===== config.mk =====
export PLATFORM = sky130hd
export DESIGN_NAME = uart_tx_frame_seq
export DESIGN_NICKNAME = d
export VERILOG_FILES = /design/src/rtl/uart_pkg.sv /design/src/rtl/uart_bit_timer.sv /design/src/rtl/uart_tx_frame_seq.sv
export SDC_FILE = /design/constraint.sdc
export NUM_CORES = 1
export LEC_CHECK = 0
export CAP_MARGIN = 20
export CELL_PAD_IN_SITES_DETAIL_PLACEMENT = 1
export CELL_PAD_IN_SITES_GLOBAL_PLACEMENT = 2
export CORE_MARGIN = 2
export CORE_UTILIZATION = 33
export CTS_CLUSTER_SIZE = 24
export DETAILED_ROUTE_END_ITERATION = 6
export PLACE_DENSITY = 0.89
export SYNTH_ARGS = -nofsm -noshare
export SYNTH_HDL_FRONTEND = slang
export SYNTH_SLANG_ARGS = --single-unit

===== constraint.sdc =====
create_clock -name clk -period 2.4 [get_ports clk]
set_input_delay 0.48 -clock clk [delete_from_list [all_inputs] [get_ports clk]]
set_output_delay 0.48 -clock clk [all_outputs]
set_load 0.03 [all_outputs]

===== src/rtl/uart_pkg.sv =====
// Shared types and constants for the UART TX frame sequencer.
// Frame states, parity codes and the latched per-frame configuration.
package uart_pkg;

  typedef enum logic [2:0] {
    IDLE,
    START,
    DATA,
    PARITY,
    STOP1,
    STOP2
  } state_e;

  localparam logic [1:0] PAR_NONE = 2'b00;
  localparam logic [1:0] PAR_EVEN = 2'b01;
  localparam logic [1:0] PAR_ODD  = 2'b10;

  localparam int MIN_LEN = 5;

  typedef struct packed {
    logic [3:0] len;
    logic [1:0] parity;
    logic       stop2;
  } cfg_t;

  // Data length is forced into MIN_LEN..max_len.
  function automatic logic [3:0] clamp_len(input logic [3:0] len, input int max_len);
    if (int'(len) < MIN_LEN) return 4'(MIN_LEN);
    if (int'(len) > max_len) return 4'(max_len);
    return len;
  endfunction

  // Code 2'b11 behaves as no parity.
  function automatic logic par_en(input logic [1:0] p);
    return (p == PAR_EVEN) || (p == PAR_ODD);
  endfunction

endpackage


===== src/rtl/uart_bit_timer.sv =====
// Baud tick counter modulo TPB; bit_end marks the tick that closes a bit period.
module uart_bit_timer #(
  parameter int TPB = 1
) (
  input  logic clk,
  input  logic arst,
  input  logic clr,
  input  logic tick,
  output logic bit_end
);

  localparam int CNT_W = (TPB > 1) ? $clog2(TPB) : 1;
  localparam logic [CNT_W-1:0] LAST = CNT_W'(TPB - 1);

  logic [CNT_W-1:0] cnt;

  assign bit_end = tick & (cnt == LAST);

  always_ff @(posedge clk or posedge arst) begin
    if (arst)       cnt <= '0;
    else if (clr)   cnt <= '0;
    else if (tick)  cnt <= (cnt == LAST) ? '0 : cnt + CNT_W'(1);
  end

endmodule


===== src/rtl/uart_tx_frame_seq.sv =====
// UART TX frame sequencer: accepts a word, shifts out start/data/parity/stop bits
// paced by baud_tick, and reports frame position, busy and done.
module uart_tx_frame_seq
  import uart_pkg::*;
#(
  parameter int DATA_W = 8,
  parameter int TPB    = 1,
  parameter int IDX_W  = 4
) (
  input  logic              clk,
  input  logic              arst,
  input  logic              clr,
  input  logic              baud_tick,
  input  logic              tx_valid,
  input  logic [DATA_W-1:0] tx_data,
  output logic              tx_ready,
  input  logic [3:0]        cfg_len,
  input  logic [1:0]        cfg_parity,
  input  logic              cfg_stop2,
  output logic              tx_out,
  output logic [IDX_W-1:0]  bit_index,
  output logic              busy,
  output logic              done
);

  state_e             state, state_n;
  logic [DATA_W-1:0]  data_q;
  logic [DATA_W-1:0]  data_sh;
  cfg_t               cfg_q;
  logic               tx_n, busy_n, done_n;
  logic [IDX_W-1:0]   idx_n;
  logic               accept, bit_end, last_data;
  logic               par_acc, par_bit;

  assign tx_ready = (state == IDLE) & ~clr;
  assign accept   = tx_valid & tx_ready;

  // Counter is held at zero in IDLE so each frame starts from a fresh tick phase.
  uart_bit_timer #(.TPB(TPB)) u_timer (
    .clk     (clk),
    .arst    (arst),
    .clr     (clr | (state == IDLE)),
    .tick    (baud_tick),
    .bit_end (bit_end)
  );

  // bit_index k is data bit k-1, so the bit to send next is always data_sh[0].
  assign data_sh   = data_q >> bit_index;
  assign last_data = (int'(bit_index) == int'(cfg_q.len));

  always_comb begin
    par_acc = 1'b0;
    for (int i = 0; i < DATA_W; i++)
      if (i < int'(cfg_q.len)) par_acc = par_acc ^ data_q[i];
    par_bit = par_acc ^ (cfg_q.parity == PAR_ODD);
  end

  always_comb begin
    state_n = state;
    tx_n    = tx_out;
    idx_n   = bit_index;
    busy_n  = busy;
    done_n  = 1'b0;
    if (clr) begin
      state_n = IDLE;
      tx_n    = 1'b1;
      idx_n   = '1;
      busy_n  = 1'b0;
    end else begin
      case (state)
        IDLE: if (accept) begin
          state_n = START;
          tx_n    = 1'b0;
          idx_n   = '0;
          busy_n  = 1'b1;
        end
        START: if (bit_end) begin
          state_n = DATA;
          tx_n    = data_sh[0];
          idx_n   = bit_index + IDX_W'(1);
        end
        DATA: if (bit_end) begin
          idx_n = bit_index + IDX_W'(1);
          if (!last_data) begin
            tx_n = data_sh[0];
          end else if (par_en(cfg_q.parity)) begin
            state_n = PARITY;
            tx_n    = par_bit;
          end else begin
            state_n = STOP1;
            tx_n    = 1'b1;
          end
        end
        PARITY: if (bit_end) begin
          state_n = STOP1;
          tx_n    = 1'b1;
          idx_n   = bit_index + IDX_W'(1);
        end
        STOP1: if (bit_end) begin
          if (cfg_q.stop2) begin
            state_n = STOP2;
            idx_n   = bit_index + IDX_W'(1);
          end else begin
            state_n = IDLE;
            idx_n   = '1;
            busy_n  = 1'b0;
            done_n  = 1'b1;
          end
        end
        STOP2: if (bit_end) begin
          state_n = IDLE;
          idx_n   = '1;
          busy_n  = 1'b0;
          done_n  = 1'b1;
        end
        default: begin
          state_n = IDLE;
          tx_n    = 1'b1;
          idx_n   = '1;
          busy_n  = 1'b0;
        end
      endcase
    end
  end

  always_ff @(posedge clk or posedge arst) begin
    if (arst) begin
      state     <= IDLE;
      tx_out    <= 1'b1;
      bit_index <= '1;
      busy      <= 1'b0;
      done      <= 1'b0;
    end else begin
      state     <= state_n;
      tx_out    <= tx_n;
      bit_index <= idx_n;
      busy      <= busy_n;
      done      <= done_n;
    end
  end

  // Word and config are frozen at accept; later input changes do not reach the frame.
  always_ff @(posedge clk or posedge arst) begin
    if (arst) begin
      data_q <= '0;
      cfg_q  <= '0;
    end else if (accept) begin
      data_q <= tx_data;
      cfg_q  <= '{len: clamp_len(cfg_len, DATA_W), parity: cfg_parity, stop2: cfg_stop2};
    end
  end

endmodule

Word-level counts from Yosys, hierarchy flattened. Index checks and enable logic that the tools add are counted.

Word-level logic and storage cells: 122. Register bits: 26. Output and inout bits: 8.

Magnitude comparators: 10. Reduce and logical (&&, ||, !) cells: 9. Multiplexer cells: 57. Bitwise gates (word level): 14. $add $sub $neg: 2. Shift operators: 1. Equality and inequality tests: 19.

Operators with widths (count): 4-bit 2-to-1 mux (10); 1-bit 2-to-1 mux (32); 3-bit 2-to-1 mux (10); 3-bit inequality test (second input constant) (8); 3-bit one-hot mux with 6 select lines (1); 3-bit by 4-bit less-than comparator with 1-bit output (first input constant) (4); 4-bit one-hot mux with 4 select lines (1); 5-bit AND reduction (2); 1-bit by 4-bit less-than comparator with 1-bit output (first input constant) (2); 2-bit by 4-bit less-than comparator with 1-bit output (first input constant) (2); 8-bit by 4-bit >> shifter with 1-bit output (1); 1-bit bitwise XOR (8); 7-bit AND reduction (1); 3-bit by 2-bit == test with 1-bit output (second input constant) (2); 3-bit == test (second input constant) (2); 1-bit one-hot mux with 5 select lines (1); 4-bit by 1-bit adder with 4-bit output (second input constant) (1); 4-bit == test (1); 4-bit greater-than comparator (second input constant) (1); 4-bit by 3-bit less-than comparator with 1-bit output (second input constant) (1); 2-bit by 1-bit inequality test with 1-bit output (second input constant) (2); 1-bit one-hot mux with 4 select lines (1); 4-bit AND reduction (1); 1-bit bitwise AND (3); other kinds (13) (14).

Logic depth before layout (Yosys ltp).
Depth in word-level cells: 22. Mapped depth: 8. Mapped depth without buffers: 7.

Modules after synthesis. Synthesis repeated with hierarchy kept, for this count alone.

Cell total of the unflattened synthesis: 194. Area total of the unflattened synthesis: 1629.1 um^2.

Modules (own cells, without submodules): uart_tx_frame_seq (instances 1, cells each 193, area an instance 1621.6 um^2); uart_bit_timer (instances 1, cells each 1, area an instance 7.5 um^2).

Least setup slack after synthesis. No wires, ideal clock.

Path type: register -> register. From: register state[1]. To: register cfg_q[6] in the netlist's numbering. Arrival: 1959 ps. Clock period less this slack: 2087 ps. Library setup time: 128 ps. Path slack: 313 ps. Stages on the path, launching flop included: 8. Cell sequence: dfrtp_1 > buf_4 > nor2_4 > inv_2 > nor3_2 > nand2_2 > buf_2 > mux2_1.

Cells in the longest elaborated chain, start to end: 3.

RTL lines: start, declared (line uart_tx_frame_seq.sv:26) `state_e state, state_n;`; start signal, assigned (line uart_tx_frame_seq.sv:134) `state <= state_n;`; 3-bit zero test (line uart_tx_frame_seq.sv:35) `assign tx_ready = (state == IDLE) & ~clr;`; 1-bit bitwise AND (line uart_tx_frame_seq.sv:35); via tx_ready (line uart_tx_frame_seq.sv:16) `output logic tx_ready,`; 1-bit bitwise AND (line uart_tx_frame_seq.sv:36) `assign accept = tx_valid & tx_ready;`; end signal, assigned (line uart_tx_frame_seq.sv:149) `cfg_q <= '{len: clamp_len(cfg_len, DATA_W), parity: cfg_parity, stop2: cfg_stop2};`; end, declared (line uart_tx_frame_seq.sv:29) `cfg_t cfg_q;`.

The timed path passes the listed nets, and every way through them passes these cells. A chain may end at the register's enable or synchronous reset.

Worst setup path after layout.
From: register bit_index[1]. To: output port bit_index[1].

RTL lines: start, declared (line uart_tx_frame_seq.sv:21) `output logic [IDX_W-1:0] bit_index,`; start signal, assigned (line uart_tx_frame_seq.sv:136) `bit_index <= idx_n;`.

No word-level cell between the ends.

==> flow_summary_export.csv <==
group,metric,value,unit
run_status,outcome,"completed",
logic_synthesis,async_flop_share,1.00,
drt,vias,1262,
timing,setup_viol,0,
logic_synthesis,seq_area_frac_synth,0.394,
pwr,total_power,2510,uW
finish,design_area,1910,um2
floorplanning,initial_core_util,0.342,
finish,nFillCells,543,
clock_network,htreeDepth,1,
logic_synthesis,synthAdderAreaFrac,0.0156,
logic_synthesis,netlist.area_leader.share,0.312,
clock_network,clk_pin_slew,0.09,ns
grt,grt_pass1_wl,6670,um
timing,worstMarginPinSlew,0.662,ns
min_path,hold_start,"cfg_q[2]",
grt,grt_pass1_vias,1357,
timing,grt_setup_unrepaired,"no",
clock_network,cts_resized,0,
pwr,ir_drop,0.470,mV
worst_setup_path,start_kind,"register",
place,placed_area,1860,um2
worst_setup_path,worst-setup-path-type,"reg -> out",
timing,hold_viol_final,0,
logic_synthesis,synth_nets,175,
timing,fin_crit,2.18,ns
clock_network,cts_tree,"yes",
pwr,power.density,1310,nW/um2
floorplanning,coreArea,4690,um2
logic_synthesis,synth_ff_type,"dfrtp_1",
timing,fmax,458,MHz
worst_setup_path,reg2reg_from,"bit_index[1]",
logic_synthesis,yosys.area_share.simple,0.140,
grt,antenna_found_initial,0,
clock_network,numCtsBuffers,3,
clock_network,clock_path_buffers,2,
drt,drc,0,
drt,wire_per_inst,16.5,um
worst_setup_path,end_kind,"primary output",
worst_setup_path,arrival,1.70,ns
logic_synthesis,yosysWarningCount,0,
place,numPortBuffers,27,
logic_synthesis,avgSynthCellArea,10.5,um2
timing,finalCritPeriodShare,0.909,
finish,antenna_cells,0,
logic_synthesis,synth-edff-count,0,
timing,slew_viol_final,0,
logic_synthesis,muxShareOfSynthArea,0.131,
logic_synthesis,synth_area_leader_cell,"dfrtp_1",
grt,grt_overflow_total,0,
finish,drive_gt1_frac,0.137,
drt,drt_iter0_drc,88,
timing,slew-limit-headroom,0.558,
clock_network,post_cts_buffers,0,
finish,layoutNonFillerInstCount,229,
grt,grt_max_degree,26,
drt,wl,3790,um
floorplanning,die_w,73.7,um
place,hpwl,2910,um
grt,grt_usage,0.158,
worst_setup_path,startpoint,"bit_index[1]",
worst_setup_path,worstPathMaxFanout,6,
timing,finalSetupTns,0,ns
clock_network,clk_latency,0.27,ns
logic_synthesis,synth_top_family_by_area,"compound AO/OA/AOI/OAI gates",
drt,drtPass1Iterations,4,
floorplanning,die_area,5440,um2
logic_synthesis,syn_area,1610,um2
pwr,p_leak,0.000743,uW
timing,clock_skew,0.00610,ns
finish,finalNetCount,198,
logic_synthesis,synth_area_leaders,"dfrtp_1, mux2_1, dfstp_2",
clock_network,cts_hold_buf,0,
logic_synthesis,ys_ff_latch,25,
floorplanning,top_level_ports,28,
logic_synthesis,synthXorXnorAreaFrac,0.0686,
logic_synthesis,netlist_instances,153,
place,dp_cells,225,
worst_setup_path,cp_data_required_time,1.92,ns
place,routabilityCongestion,0.857,
drt,ant_nets,0,
finish,syn2layout_area_growth,18.9,%
run,max_cap_viol_count,0,
logic_synthesis,synth_cell_types,46,
clock_network,clock_sinks,25,
floorplanning,die_y,73.7,um
min_path,min_path_type,"reg -> reg",
drt,vias_per_cell,5.51,
floorplanning,fp-row-count,25,
clock_network,cts_root_buffer,"clkbuf_8",
logic_synthesis,synth_compound_area_frac,0.172,
-- state kept, by name (all words and copies together) (netlist names) --
signal,cells
cfg_q,7
state,3
tx_out,1
done,1
data_q,8
busy,1
bit_index,4
-- worst paths after layout --
kind / endpoint / slack (ns) / cells after the start
min in group asynchronous: data_q[3] / 0.55 / 3
setup / recovery: bit_index[1] / 0.22 / 2
hold / removal: cfg_q[2] / 0.54 / 1
hold reg to reg: cfg_q[2] / 0.54 / 1
setup reg to reg: state[0] / 0.35 / 7
max in group asynchronous: bit_index[1] / 1.55 / 3
-- Yosys cell counts (2+ instances only) --
cell and n:
dfrtp_1 20, mux2_1 12, nor2_1 12, a21oi_1 11
nand2_1 9, inv_1 6, xnor2_1 6, buf_6 5
dfstp_2 5, nor3_1 5, buf_4 4, nand3_1 4
xor2_1 4, a211oi_1 3, buf_2 3, mux2i_1 3
nand2b_1 3, o21ai_1 3, o31ai_1 3, a311oi_1 2
ha_1 2, mux4_2 2, o311ai_1 2, o41ai_1 2
-- layer usage --
layer  wire (um)  up-vias  GRT usage
met3         119        2     0.0316
met5           0        -          0
met4          14        0     0.0424
met2        1990       24      0.281
li1            -      605          -
met1        1670      631      0.194
-- through the flow --
stage	hold WS, ns	setup WS, ns	util
detailed placement	0.513	0.211	0.397
CTS	0.536	0.206	0.407
global placement	0.478	0.291	0.397
floorplan	0.464	0.313	-
finish	0.535	0.218	0.407
global route	0.547	0.149	0.407
-- critical path, cell delays in order, from the launching register on --
cell and delay (ns):
dfstp_2 0.60, buf_4 0.17, clkdlybuf4s50_1 0.67
-- layout by cell type (no fill, tap or decap), types with 3 or more instances in the layout --
cell type         n
nand2_1           9
a21oi_1          11
clkbuf_8          3
clkdlybuf4s50_1  26
nor3_1            5
nor2_1           12
nand3_1           4
o21ai_1           3
buf_4             4
inv_1             6
mux2i_1           3
xor2_1            4
xnor2_1           6
nand2b_1          3
a211oi_1          3
o31ai_1           3
dfrtp_1          20
mux2_1           12
dfstp_2           5
-- where the power goes --
group	leakage (uW)	switching (uW)	internal, uW
combinational	0.000418	646	673
clock	0.0000255	140	116
sequential	0.000299	305	626
total	0.000743	1090	1420
-- logic make-up after synthesis --
| kind of cell | Yosys count |
|---|---|
| and+or+nand+nor | 41 |
| adders and majority gates | 2 |
| muxes | 17 |
| xor gates and xnor gates | 11 |
| buffers and inverters | 19 |
| DFF | 25 |
| AOI/OAI and AO/OA | 38 |
-- final cells by class --
cell class / instances / area, um2 / area share
Timing Repair Buffer: 30 / 290 / 0.152
Clock inverter: 1 / 5.00 / 0.00262
Multi-Input combinational cell: 109 / 846 / 0.443
Tap cell: 54 / 67.6 / 0.0354
Sequential cell: 25 / 632 / 0.331
Clock buffer: 3 / 41.3 / 0.0216
Inverter: 7 / 26.3 / 0.0138
Note: power is estimated with default switching activity, not from simulation.
